`src/rtl/peripheral_spram_wb_slave.sv`:
```
// Wishbone B3 slave front-end for a single-port RAM core: classic cycles plus
// CTI/BTE incrementing bursts sustained at one acknowledge per clock.
`timescale 1ns/1ps
module peripheral_spram_wb_slave #(
    parameter int DEPTH = 256,
    parameter int AW    = $clog2(DEPTH),
    parameter int DW    = 32
) (
    input  logic          wb_clk_i,
    input  logic          wb_rst_i,
    input  logic [31:0]   wb_adr_i,
    input  logic [DW-1:0] wb_dat_i,
    input  logic [3:0]    wb_sel_i,
    input  logic          wb_we_i,
    input  logic [2:0]    wb_cti_i,
    input  logic [1:0]    wb_bte_i,
    input  logic          wb_cyc_i,
    input  logic          wb_stb_i,
    output logic [DW-1:0] wb_dat_o,
    output logic          wb_ack_o,
    output logic          wb_err_o,
    output logic [3:0]    ram_we,
    output logic [DW-1:0] ram_din,
    output logic [AW-1:0] ram_waddr,
    output logic [AW-1:0] ram_raddr,
    input  logic [DW-1:0] ram_dout
);

    typedef enum logic [1:0] {
        IDLE,
        CLASSIC,
        BURST
    } state_t;

    localparam logic [2:0] CTI_CLASSIC = 3'b000;
    localparam logic [2:0] CTI_INCR    = 3'b010;
    localparam logic [2:0] CTI_END     = 3'b111;

    state_t        state;
    state_t        state_next;
    logic          ack_next;
    logic          err_next;
    logic          req;
    logic [AW-1:0] word_adr;
    logic [AW-1:0] wrap_mask;
    logic [AW-1:0] burst_adr;
    logic          unused_adr;

    assign req       = wb_cyc_i & wb_stb_i;
    assign word_adr  = wb_adr_i[AW+1:2];
    assign unused_adr = ^{wb_adr_i[31:AW+2], wb_adr_i[1:0]};

    // Bits that advance in a burst; the rest of the word address is held.
    always_comb begin
        case (wb_bte_i)
            2'b01:   wrap_mask = AW'(4'h3);
            2'b10:   wrap_mask = AW'(4'h7);
            2'b11:   wrap_mask = AW'(4'hF);
            default: wrap_mask = '1;
        endcase
    end

    assign burst_adr = (word_adr & ~wrap_mask) | ((word_adr + AW'(1)) & wrap_mask);

    // Inside a burst the RAM is read one beat ahead so data meets the next ack.
    assign ram_raddr = (state == BURST) ? burst_adr : word_adr;
    assign ram_waddr = word_adr;
    assign ram_din   = wb_dat_i;
    assign ram_we    = wb_sel_i & {4{wb_we_i & req & wb_ack_o}};
    assign wb_dat_o  = ram_dout;

    // NOTE: flops use non-blocking assignments so every register samples
    // values from before the edge, independent of statement order.
    always_ff @(posedge wb_clk_i or posedge wb_rst_i) begin
        if (wb_rst_i) begin
            state    <= IDLE;
            wb_ack_o <= 1'b0;
            wb_err_o <= 1'b0;
        end else begin
            state    <= state_next;
            wb_ack_o <= ack_next;
            wb_err_o <= err_next;
        end
    end

    // NOTE: every output of this block gets a default first, so no path
    // through the case statement can leave a value held (no latches).
    always_comb begin
        state_next = state;
        ack_next   = 1'b0;
        err_next   = 1'b0;
        case (state)
            IDLE: begin
                if (req) begin
                    if (wb_cti_i == CTI_INCR) begin
                        state_next = BURST;
                        ack_next   = 1'b1;
                    end else if (wb_cti_i == CTI_CLASSIC || wb_cti_i == CTI_END) begin
                        state_next = CLASSIC;
                        ack_next   = 1'b1;
                    end else begin
                        state_next = CLASSIC;
                        err_next   = 1'b1;
                    end
                end
            end
            CLASSIC: begin
                state_next = IDLE;
            end
            BURST: begin
                if (req && wb_cti_i == CTI_INCR) begin
                    ack_next = 1'b1;
                end else begin
                    state_next = IDLE;
                end
            end
            default: begin
                state_next = IDLE;
            end
        endcase
    end

endmodule

```
`config.mk`:
```
export PLATFORM = sky130hd
export DESIGN_NAME = peripheral_spram_wb_slave
export DESIGN_NICKNAME = d
export VERILOG_FILES = /design/src/rtl/peripheral_spram_wb_slave.sv
export SDC_FILE = /design/constraint.sdc
export NUM_CORES = 1
export LEC_CHECK = 0
export ABC_CLOCK_PERIOD_IN_PS = 1300
export BUFFER_PORTS_ARGS = -buffer_cell sky130_fd_sc_hd__buf_4
export CORE_AREA = 5 5 73 75
export DETAILED_ROUTE_END_ITERATION = 7
export DIE_AREA = 0 0 78 80
export PLACE_DENSITY = 0.71
export SYNTH_ARGS = -nofsm -noshare
export SYNTH_HDL_FRONTEND = slang
export SYNTH_SLANG_ARGS = --single-unit
```
`constraint.sdc`:
```
create_clock -name wb_clk_i -period 1.3 [get_ports wb_clk_i]
set_input_delay 0 -clock wb_clk_i [delete_from_list [all_inputs] [get_ports wb_clk_i]]
set_output_delay 0 -clock wb_clk_i [all_outputs]
set_load 0.05 [all_outputs]
```
==> results.ini <==
[detailed_routing]
num_vias = 640
avgViaCountPerCell = 4.13
dr.pass1.iters = 4
routed_wl_um = 2590
detail_route.iter0.violations = 14
drc = 0
post_drt_wl_per_cell_um = 16.7
ant_nets = 0

[placement]
place_ws_ps = -92.6
place_congestion = 0.722
port_buffers = 43
place_area_sq_um = 932
place_hpwl_um = 2300

[cts]
cts.sinks = 4
cts_buffers = 3
clk_pin_slew_ps = 30
cts.htree.levels = 1
clock_latency_ps = 220
cts_tree = yes
cts-root-buf = clkbuf_8
cts_buffer_depth = 2

[final_layout]
final_area_sq_mm = 0.00108
drive_gt1_share_pct = 72.3
final_nets = 216
n_fill_cell = 480
antenna-diode-count = 0
area_delta_synth_final_pct = 11.3

[status]
status = finished, violations left
violations = setup timing

[yosys]
ys_warn_count = 0
synthArstFlopShare_pct = 100
synth_top_area_share_pct = 55.6
syn_inst = 120
synth_cell_types = 25
yosys-top-cells-area = buf_4 (56%), dfrtp_1 (10%), xor2_1 (4.5%)
yosys.area.top_type = buf_4
syn_area_sq_um = 972
syn_avg_cell_area_sq_um = 8.10
ys_seq_area_share_pct = 10.3
ys_ff_latch = 4
syn_nets = 233
synth_edf_count = 0
ys.flop_type = dfrtp_1

[setup_path]
cp-start-kind = flip-flop
required_ps = 1300
cp.arrival_ps = 1420
end_kind = output port
cp-startpoint = state[1]
path_max_fanout = 2
r2r_start = state[0]
crit_type = flip-flop to output port

[sta]
skew_ps = 2.28
fin_crit_ps = 1420
worstMarginPinSlew_ps = 301
fin_hold_ws_ps = 0.0220
slew_viol_final = 0
hold_viol = 0
setup_slack_ps = -121
period_share_pct = 109
slew_headroom_pct = 79.9
max_freq_mhz = 704
grt_setup_unrepaired = yes
setup-violations-final = 8

[floorplan]
die_x_um = 78
die_h_um = 80
initial_core_util_pct = 21.1
rows = 25
die-area_sq_mm = 0.00624
core-area_sq_mm = 0.00460
pin_count = 196

[worst_hold_path]
hold_class = input pin to output port
worstHoldStart = wb_dat_i[13]

[grt]
grt_pass1_vias = 638
grt_pass1_wl_um = 3690
globalRouteTotalUtil_pct = 7.70
grt_max_degree = 6
overflow = 0
antenna_found_initial = 0

[power]
leakage_nw = 0.532
finalPower_w = 0.000717
ir_worst_vdd_mv = 0.167
p_per_area_mw_per_mm2 = 662

[flow_run]
cap_violations = 0

-- power by group --
part,switching (W),internal (W)
combinational,0.000185,0.000132
clock,0.0000685,0.000198
sequential,0.00000275,0.000131
-- flip-flops by register name, indices dropped and copies added (netlist names) --
signal / count
state: 2
wb_ack_o: 1
wb_err_o: 1
-- cell usage in the layout (no fill, tap or decap) --
cell type,instances
buf_4,38
nand4b_1,1
nor3_2,1
nand4_2,1
xor2_4,3
nor2_1,2
and2_2,4
nor4_4,1
nor3_1,1
xor2_2,2
nor3b_4,1
clkbuf_8,3
and4_1,1
nand3b_1,1
buf_6,10
a21oi_1,1
buf_8,1
nand2_1,3
nand2b_4,1
dlygate4sd3_1,2
a211oi_1,1
dfrtp_1,4
mux2_4,1
nor3_4,1
a21o_1,1
or2_2,1
inv_1,4
xnor2_2,2
ha_1,3
nor2_2,2
nand3_1,3
-- final timing paths --
check	to	slack (ps)	cells after the start
worst max-delay path	ram_raddr[4]	-120	5
worst min-delay path	ram_din[13]	0.02	0
worst max register to register	state[0]	220	3
worst min register to register	wb_err_o	700	3
max in group asynchronous	state[0]	910	3
min in group asynchronous	wb_err_o	230	3
-- synthesized netlist by cell type (all sizes together), types with 2 or more instances --
master / number
xnor2: 2
ha: 3
and2: 4
xor2: 5
buf: 73
inv: 4
dfrtp: 4
nor3: 3
nor2: 4
nand3: 3
nand2: 3
-- kinds of logic (layout without fill, tap and decap cells) --
| group | count (synthesis) | in the layout | synth area share (%) |
|---|---|---|---|
| compound gates | 3 | 3 | 2.06 |
| xor+xnor | 7 | 7 | 6.31 |
| mux | 1 | 1 | 1.16 |
| buf+inv | 77 | 58 | 58.3 |
| flops | 4 | 4 | 10.3 |
| fa+ha+maj | 3 | 3 | 3.86 |
| simple gates | 25 | 25 | 18.0 |
-- routing by layer --
metal	vias to the layer above	global-route usage (%)	part of all wire, %
li1	267	-	-
met1	266	4.31	22
met2	72	12.6	45
met3	35	7.22	24
met4	0	8.45	9.3
met5	-	0	0
-- cell type report --
cell class              instances  area [sq um]  share of cell area, %
repair buffers                 51           433                   40.0
multi-input cells              39           425                   39.3
flip-flops and latches          4           100                   9.25
well taps                      54          67.6                   6.24
clock buffers                   3          41.3                   3.82
inverters                       4          15.0                   1.39
-- repair_timing --
| item | CTS | global route |
|---|---|---|
| hold endpoints to repair | 5 | 0 |
| pin swaps | 2 | 5 |
| setup buffers | 0 | 2 |
| cloned | 0 | 0 |
| resized for setup | 12 | 7 |
| endpoints found under the setup margin | 8 | 8 |
| hold buffers | 2 | 0 |
-- critical path, stage by stage, from the launching register on --
cell,delay [ps]
dfrtp_1,400
buf_6,120
nand4b_1,150
nor2_2,200
xor2_2,160
buf_6,180
-- stage by stage --
stage / utilization, % / setup TNS [ps] / instances
floorplan: - / -89.4 / 120
global placement: 20.3 / -117 / 148
detailed placement: 20.3 / -218 / 148
CTS: 22.7 / -852 / 153
global route: 23.5 / -1110 / 155
finish: 23.5 / -576 / 155
(Power assumes the default switching activity.)
